File: config.mk
export PLATFORM = sky130hd
export DESIGN_NAME = dot_lane_renderer
export DESIGN_NICKNAME = d
export VERILOG_FILES = /design/src/rtl/dot_lane_renderer.sv
export SDC_FILE = /design/constraint.sdc
export NUM_CORES = 1
export LEC_CHECK = 0
export ABC_CLOCK_PERIOD_IN_PS = 2500
export CAP_MARGIN = 20
export CELL_PAD_IN_SITES_DETAIL_PLACEMENT = 0
export CELL_PAD_IN_SITES_GLOBAL_PLACEMENT = 1
export CORE_MARGIN = 8
export CORE_UTILIZATION = 43
export DETAILED_ROUTE_END_ITERATION = 10
export DONT_BUFFER_PORTS = 1
export PLACE_DENSITY_LB_ADDON = 0.15
export SLEW_MARGIN = 20
export SYNTH_ARGS = -nofsm -noshare
export SYNTH_HDL_FRONTEND = slang
export SYNTH_SLANG_ARGS = --single-unit
File: constraint.sdc
create_clock -name Clk -period 2.5 [get_ports Clk]
set_clock_uncertainty 0.05 [all_clocks]
set_input_delay 0.25 -clock Clk [delete_from_list [all_inputs] [get_ports Clk]]
set_output_delay 0.25 -clock Clk [all_outputs]
set_load 0.01 [all_outputs]
File: src/rtl/dot_lane_renderer.sv
// dot_lane_renderer: maps scanned pixels onto an 8x8 tile grid, fetches each
// tile's 2-bit glyph code from a host-written code memory, addresses the glyph ROM
// and returns the selected dot with the syncs delayed to match (latency 2).
// Ports: Clk/Reset (sync, active-high); DrawX/DrawY/pix_valid/hs_in/vs_in pixel in;
// code_we/code_idx/code_wdata code write; cursor_idx blink tile; rom_addr/rom_data
// glyph ROM; dot_on/dot_code/hs_out/vs_out/pix_valid_out aligned outputs.
// Optional: define DOT_LANE_BLINK_EN for the frame-counted cursor blink.
module dot_lane_renderer #(
  parameter int ORIGIN_X     = 64,
  parameter int ORIGIN_Y     = 400,
  parameter int GRID_COLS    = 16,
  parameter int GRID_ROWS    = 2,
  parameter int BLINK_FRAMES = 16
) (
  input  logic       Clk,
  input  logic       Reset,
  input  logic [9:0] DrawX,
  input  logic [9:0] DrawY,
  input  logic       pix_valid,
  input  logic       hs_in,
  input  logic       vs_in,
  input  logic       code_we,
  input  logic [4:0] code_idx,
  input  logic [1:0] code_wdata,
  input  logic [4:0] cursor_idx,
  output logic [4:0] rom_addr,
  input  logic [7:0] rom_data,
  output logic       dot_on,
  output logic [1:0] dot_code,
  output logic       hs_out,
  output logic       vs_out,
  output logic       pix_valid_out
);

  localparam int ENTRIES = GRID_COLS * GRID_ROWS;
  localparam logic [10:0] X_LO = 11'(ORIGIN_X);
  localparam logic [10:0] X_HI = 11'(ORIGIN_X + 8 * GRID_COLS);
  localparam logic [10:0] Y_LO = 11'(ORIGIN_Y);
  localparam logic [10:0] Y_HI = 11'(ORIGIN_Y + 8 * GRID_ROWS);

  typedef struct packed {
    logic [4:0] tile;
    logic [2:0] px;
    logic [2:0] py;
    logic       ig;
    logic [1:0] code;
    logic       hs;
    logic       vs;
    logic       pv;
  } s1_t;

  typedef struct packed {
    logic       dot;
    logic [1:0] code;
    logic       hs;
    logic       vs;
    logic       pv;
  } s2_t;

  localparam s1_t S1_RST = '{tile: 5'd0, px: 3'd0, py: 3'd0, ig: 1'b0,
                             code: 2'd0, hs: 1'b1, vs: 1'b1, pv: 1'b0};
  localparam s2_t S2_RST = '{dot: 1'b0, code: 2'd0, hs: 1'b1, vs: 1'b1,
                             pv: 1'b0};

  logic [1:0] mem_q [ENTRIES];
  logic [1:0] mem_d [ENTRIES];
  s1_t        s1_q, s1_d;
  s2_t        s2_q, s2_d;
  logic [9:0] dx, dy, tile_wide;
  logic [1:0] rd_code;
  logic       inv;

  always_comb begin
    mem_d = mem_q;
    if (code_we && ({1'b0, code_idx} < 6'(ENTRIES)))
      mem_d[code_idx] = code_wdata;
  end

  // Code is read as the pixel enters stage 1, so a write on the same
  // edge is seen only by the following pixel.
  always_comb begin
    dx = DrawX - X_LO[9:0];
    dy = DrawY - Y_LO[9:0];
    tile_wide = {3'b0, dy[9:3]} * 10'(GRID_COLS) + {3'b0, dx[9:3]};
    rd_code = 2'd0;
    if (tile_wide < 10'(ENTRIES))
      rd_code = mem_q[tile_wide[4:0]];
    s1_d.ig = pix_valid
            & ({1'b0, DrawX} >= X_LO) & ({1'b0, DrawX} < X_HI)
            & ({1'b0, DrawY} >= Y_LO) & ({1'b0, DrawY} < Y_HI);
    s1_d.tile = tile_wide[4:0];
    s1_d.px = dx[2:0];
    s1_d.py = dy[2:0];
    s1_d.code = s1_d.ig ? rd_code : 2'd0;
    s1_d.hs = hs_in;
    s1_d.vs = vs_in;
    s1_d.pv = pix_valid;
  end

  assign rom_addr = s1_q.ig ? {s1_q.code, s1_q.py} : 5'd0;

  // ~px selects bit 7-px: MSB is the leftmost dot.
  always_comb begin
    s2_d.dot = s1_q.ig & (rom_data[~s1_q.px] ^ inv);
    s2_d.code = s1_q.ig ? s1_q.code : 2'd0;
    s2_d.hs = s1_q.hs;
    s2_d.vs = s1_q.vs;
    s2_d.pv = s1_q.pv;
  end

`ifdef DOT_LANE_BLINK_EN
  localparam int CW = (BLINK_FRAMES > 1) ? $clog2(BLINK_FRAMES) : 1;

  logic [CW-1:0] cnt_q, cnt_d;
  logic          blink_q, blink_d;
  logic          vs_prev_q, vs_prev_d;

  always_comb begin
    cnt_d = cnt_q;
    blink_d = blink_q;
    vs_prev_d = vs_in;
    if (vs_prev_q & ~vs_in) begin
      if (cnt_q == CW'(BLINK_FRAMES - 1)) begin
        cnt_d = '0;
        blink_d = ~blink_q;
      end else begin
        cnt_d = cnt_q + 1'b1;
      end
    end
  end

  always_ff @(posedge Clk) begin
    if (Reset) begin
      cnt_q <= '0;
      blink_q <= 1'b0;
      vs_prev_q <= 1'b1;
    end else begin
      cnt_q <= cnt_d;
      blink_q <= blink_d;
      vs_prev_q <= vs_prev_d;
    end
  end

  assign inv = blink_q & s1_q.ig & (s1_q.tile == cursor_idx);
`else
  logic unused_cursor;
  assign unused_cursor = ^cursor_idx;
  assign inv = 1'b0;
`endif

  always_ff @(posedge Clk) begin
    if (Reset) begin
      mem_q <= '{default: 2'd0};
      s1_q <= S1_RST;
      s2_q <= S2_RST;
    end else begin
      mem_q <= mem_d;
      s1_q <= s1_d;
      s2_q <= s2_d;
    end
  end

  assign dot_on = s2_q.dot;
  assign dot_code = s2_q.code;
  assign hs_out = s2_q.hs;
  assign vs_out = s2_q.vs;
  assign pix_valid_out = s2_q.pv;

endmodule

==> results of run 1 <==
state kept, by name, indices dropped and copies added, names as in the netlist:
name           cells
dot_code           2
dot_on             1
hs_out             1
mem_q             64
pix_valid_out      1
s1_q              12
vs_out             1
cells in the final DEF (no fill, tap or decap), types with 4 or more instances in the layout:
cell type and n:
nor3b_1 5, ha_1 8, nand3b_1 4, clkbuf_8 9, a221oi_1 6, buf_4 5, a22oi_1 5, dlygate4sd3_1 8
o21ai_0 36, dfxtp_1 82, or2_2 5, nand2_1 82, mux4_2 6, nand3_1 37, inv_1 10, a21oi_1 67
mux4_1 4, nor2_1 27, mux2i_1 19, and2_1 5, nor2b_1 13
cells by family after synthesis:
family,count (synthesis),share of synthesized area
DFF,82,0.405
AOI/OAI and AO/OA,123,0.170
buffers and inverters,49,0.0525
adders and majority gates,9,0.0296
xor gates and xnor gates,2,0.00432
and+or+nand+nor,193,0.229
muxes,30,0.109
layer usage:
metal / part of all wire / up-vias / GRT usage
li1: - / 1685 / -
met1: 0.45 / 1595 / 0.207
met2: 0.45 / 98 / 0.264
met3: 0.091 / 11 / 0.0554
met4: 0.014 / 0 / 0.0515
met5: 0 / - / 0
per-stage QoR:
stage	hold WS, ns	cell area, µm²	power [µW]	utilization	std cells
5_1_grt	0.00824	4410	2720	0.479	592
6_report	0.0187	4410	2600	0.479	592
4_1_cts	0.00770	4410	2620	0.479	592
2_1_floorplan	0.304	4050	1560	-	488
3_3_place_gp	0.281	4050	1540	0.441	565
3_5_place_dp	0.282	4050	1540	0.441	565
timing repair:
item                                    in CTS  in global routing
endpoints found under the setup margin       0                  0
buffers inserted                             0                  0
hold endpoints to repair                    79                  0
hold buffers                                11                  0
layout make-up:
cell class	count	area, µm²
multi-input cells	357	2200
flip-flops and latches	82	1640
inverters	10	37.5
well taps	111	139
fillers	909	4790
clock buffers	9	124
repair buffers	16	185
clock inverters	7	82.6
worst max path at each step:
stage | start | endpoint | slack [ns] | cells past startpoint
floorplan | DrawX[6] | s1_q[3] | 0.02 | 12
global placement | DrawX[6] | s1_q[4] | 0.15 | 10
detailed placement | DrawX[6] | s1_q[3] | 0.07 | 10
CTS | DrawX[6] | s1_q[3] | 0.44 | 10
global route | DrawX[6] | s1_q[3] | 0.32 | 10
finish | DrawX[6] | s1_q[3] | 0.44 | 10
report_power, final:
group	switching [µW]	internal [µW]	total, µW
logic	139	104	243
registers	7.77	1320	1330
clock network	544	479	1020
total	690	1900	2600
==> impl_metrics.json, run 1 <==
{
  "max_slew_margin": 0.451,
  "netlist.top_cell.by_area": "dfxtp_1",
  "timing.fmax_mhz": 485,
  "yosysUniqueCellTypes": 43,
  "pre_cts_ws_ns": 0.0666,
  "status": "finished clean",
  "rsz0062_at_grt": "no",
  "worstSetupStartpointType": "input port",
  "p_leak_uw": 0.00152,
  "path_common_cell": "inv_1",
  "ir_drop_mv": 0.373,
  "antenna_found_initial": 0,
  "ys_ff_latch": 82,
  "antenna_left": 0,
  "setup-violations-final": 0,
  "max_stage_delay_ns": 0.40,
  "pin_count": 57,
  "grt.total_usage": 0.166,
  "syn_nets": 543,
  "end_kind": "flop",
  "cts_tree": "yes",
  "ctsResizeCount": 0,
  "rows": 35,
  "vias": 3389,
  "arrival_ns": 2.27,
  "yosysWarningCount": 0,
  "dieArea_mm2": 0.0128,
  "synthFlopType": "dfxtp_1",
  "h-tree-depth": 3,
  "synth_area_per_cell_um2": 8.30,
  "r2r_slack_ns": 0.94,
  "start_util": 0.441,
  "crit_path_top_delay_cell": "fa_1",
  "synth.top_cells.by_count": "dfxtp_1, nand2_1, a21oi_1",
  "numCtsBuffers": 9,
  "grt_pass1_vias": 3227,
  "drtIter0Drc": 278,
  "hold_viol": 0,
  "syn-instance-count": 488,
  "cp_max_fo": 12,
  "portBuffers": 0,
  "cts.sinks": 82,
  "clk_path_buf_depth": 2,
  "gp_congestion": 0.779,
  "grt_max_degree": 80,
  "finalWirelength_um": 10200,
  "hold_path_class": "in2reg",
  "synth_edf_count": 0,
  "cap_violations": 0,
  "clk-insertion-delay-late_ns": 0.37,
  "avgRoutedWirePerCell_um": 17.2,
  "grt_first_pass_wirelength_um": 16800,
  "critPathKind": "in2reg",
  "synth_top_area_frac": 0.405,
  "n_antenna_cell": 0,
  "coreArea_mm2": 0.00920,
  "worstPathRequired_ns": 2.71,
  "overflow": 0,
  "clk_pin_slew_ns": 0.09,
  "min_period_ns": 2.06,
  "reg2reg_depth": 4,
  "ys_seq_area_frac": 0.405,
  "r2r-end": "s1_q[3]",
  "syn-cell-area_mm2": 0.00405,
  "synth-async-reset-ratio": 0,
  "layout_setup_ws_ns": 0.437,
  "hold_depth": 1,
  "rr_startpoint": "mem_q[4]",
  "path_cells": "inv_1, ha_1, xor2_1, inv_1, fa_1, nor2b_1, nor2_1, mux2_2, o2111ai_1, and3b_1",
  "path_buf_inv": 2,
  "place_hpwl_um": 6810,
  "worstMarginPinSlew_ns": 0.822,
  "fin_crit_sh": 0.825,
  "p_per_area_mw_per_mm2": 589,
  "area_growth_pct": 8.77,
  "critPathTopFamily": "adder cells",
  "worstHoldStart": "pix_valid",
  "synth_area_leaders": "dfxtp_1, a21oi_1, nand2_1",
  "drive_above_1_share": 0.0832,
  "first_pass_iters": 4,
  "maxSlewViolCount": 0,
  "fin_nets": 531,
  "finalSetupTns_ns": 0,
  "vias_per_cell": 5.72,
  "fp.dieW_um": 113,
  "worst_hold_path.endpoint": "s1_q[0]",
  "die_h_um": 113,
  "root_buffer": "clkbuf_8",
  "drc": 0
}
No activity file was read; power rests on OpenSTA's default activity.
==> run 2: changes to the inputs <==
--- a/config.mk
+++ b/config.mk
@@ -5,7 +5,7 @@
 export SDC_FILE = /design/constraint.sdc
 export NUM_CORES = 1
 export LEC_CHECK = 0
-export ABC_CLOCK_PERIOD_IN_PS = 2500
+export ABC_CLOCK_PERIOD_IN_PS = 1850
 export CAP_MARGIN = 20
 export CELL_PAD_IN_SITES_DETAIL_PLACEMENT = 0
 export CELL_PAD_IN_SITES_GLOBAL_PLACEMENT = 1
==> constraint.sdc (replaced) <==
create_clock -name Clk -period 1.85 [get_ports Clk]
set_clock_uncertainty 0.05 [all_clocks]
set_input_delay 0.185 -clock Clk [delete_from_list [all_inputs] [get_ports Clk]]
set_output_delay 0.185 -clock Clk [all_outputs]
set_load 0.01 [all_outputs]
==> run 2 against run 1 <==
  * Core utilization grew 2.4 points
  * Sequential share of layout area shrank 1.8 points
  * Worst setup slack lost 0.38 ns
  * Hold slack gained 0.0015 ns
  * Via count grew 1.2%
  * Clock power grew 54%
  * Combinational power grew 57%
  * First-iteration DRC count shrank 1.1%
  * Sequential power grew 35%
  * Routed wire length grew 1.5%
  * Count of clock-buffer cells in the layout grew 1
  * Register-to-register slack lost 0.62 ns
  * Critical endpoint is now s1_q[5]
==> impl_metrics.json, run 2 (synthesis gave the netlist of run 1 again) <==
{
  "critPathKind": "in2reg",
  "hold_viol": 0,
  "grt.total_usage": 0.165,
  "pin_count": 57,
  "cts.sinks": 82,
  "final_cell_mix": "nand2_1, dfxtp_1, a21oi_1",
  "fin_crit_sh": 0.968,
  "ir_drop_mv": 0.481,
  "antenna_found_initial": 0,
  "cap_violations": 0,
  "use_met3": 0.0570,
  "regMostFlops": "mem_q",
  "worst_hold_path.endpoint": "mem_q[56]",
  "crit_path_top_delay_cell": "dlygate4sd3_1",
  "n_antenna_cell": 0,
  "grt_max_degree": 80,
  "numCtsBuffers": 9,
  "rsz0062_at_grt": "no",
  "end_kind": "flop",
  "grt_util_met1": 0.193,
  "setup-violations-final": 0,
  "worstPathRequired_ns": 2.09,
  "gp_congestion": 0.766,
  "reg2reg_depth": 4,
  "maxSlewViolCount": 0,
  "hold_depth": 3,
  "coreArea_mm2": 0.00920,
  "postCtsSetupRepairBufs": 0,
  "finalWirelength_um": 10300,
  "clk_pin_slew_ns": 0.09,
  "timing.fmax_mhz": 559,
  "vias_per_cell": 5.66,
  "area_growth_pct": 14.3,
  "r2r_slack_ns": 0.32,
  "path_cells": "dlygate4sd3_1, nor4bb_1, nand3_1, a221oi_2, dlygate4sd3_1",
  "first_pass_iters": 4,
  "vias": 3430,
  "die_h_um": 113,
  "p_per_area_mw_per_mm2": 808,
  "rows": 35,
  "max_slew_margin": 0.665,
  "cts_tree": "yes",
  "holdWs_ns": 0.0202,
  "place_hpwl_um": 7030,
  "fp.dieW_um": 113,
  "busiest_layer": "met2",
  "grt_first_pass_wirelength_um": 17000,
  "worstHoldStart": "code_idx[3]",
  "fin_nets": 545,
  "dieArea_mm2": 0.0128,
  "drive_above_1_share": 0.123,
  "power_uw": 3740,
  "avgRoutedWirePerCell_um": 17.1,
  "rr_startpoint": "mem_q[4]",
  "arrival_ns": 2.03,
  "portBuffers": 0,
  "max_stage_delay_ns": 0.59,
  "root_buffer": "clkbuf_8",
  "finalSetupTns_ns": 0,
  "min_period_ns": 1.79,
  "start_util": 0.441,
  "clk-insertion-delay-late_ns": 0.35,
  "r2r-end": "s1_q[3]",
  "drc": 0,
  "worstMarginPinSlew_ns": 0.502,
  "cp_max_fo": 2,
  "status": "finished clean",
  "drtIter0Drc": 275,
  "h-tree-depth": 3,
  "antenna_left": 0,
  "clk_path_buf_depth": 2,
  "grt_pass1_vias": 3312,
  "path_common_cell": "dlygate4sd3_1",
  "hold_path_class": "in2reg",
  "met2_usage": 0.281,
  "largest_reg_flops": 64,
  "overflow": 0,
  "worstSetupStartpointType": "input port",
  "p_leak_uw": 0.00162
}
run 2: layout make-up:
type                    instances  area (µm²)
inverters                      10        42.5
multi-input cells             357        2270
well taps                     111         139
clock inverters                 6         113
repair buffers                 30         300
flip-flops and latches         82        1640
fillers                       917        4560
clock buffers                  10         128
run 2: worst max-delay path by stage:
stage | start | end | slack [ns] | depth (start not counted)
2_1_floorplan | DrawX[6] | s1_q[3] | -0.33 | 12
3_3_place_gp | DrawX[7] | s1_q[3] | -0.29 | 11
3_5_place_dp | DrawX[7] | s1_q[3] | -0.40 | 11
4_1_cts | DrawX[7] | s1_q[3] | 0.03 | 11
5_1_grt | DrawY[9] | s1_q[5] | 0.01 | 5
6_report | DrawY[9] | s1_q[5] | 0.06 | 5
run 2: routing by layer:
layer	up-vias	wire [µm]
met2	94	4930
li1	1717	-
met3	10	886
met4	0	95
met5	-	0
met1	1609	4440
run 2: power breakdown:
part	switching (µW)	internal (µW)	total, µW	leakage (µW)
Clock	660	905	1570	0.000121
Combinational	204	176	381	0.000833
Sequential	11.2	1790	1800	0.000664
Total	876	2870	3740	0.00162
run 2: stage by stage:
step                      worst slack, ns  utilization  instance area, µm²  std cells
after floorplan                    -0.327            -                4130        488
after global placement             -0.293        0.455                4180        575
after detailed placement           -0.397        0.455                4180        575
after CTS                          0.0284        0.501                4610        606
after global routing               0.0119        0.504                4630        606
final                              0.0599        0.504                4630        606
run 2: worst max-delay path, delay by kind of cell:
| kind | cells | cell delay, ns |
|---|---|---|
| buffers and inverters | 2 | 1.12 |
| AOI/OAI and AO/OA | 1 | 0.30 |
| and+or+nand+nor | 2 | 0.42 |
run 2: what timing repair did:
item                                    in CTS  in global routing
hold buffers                                15                  0
pin swaps                                    1                  0
endpoints found under the hold margin       80                  0
resized for setup                            0                  4
endpoints found under the setup margin       2                  2
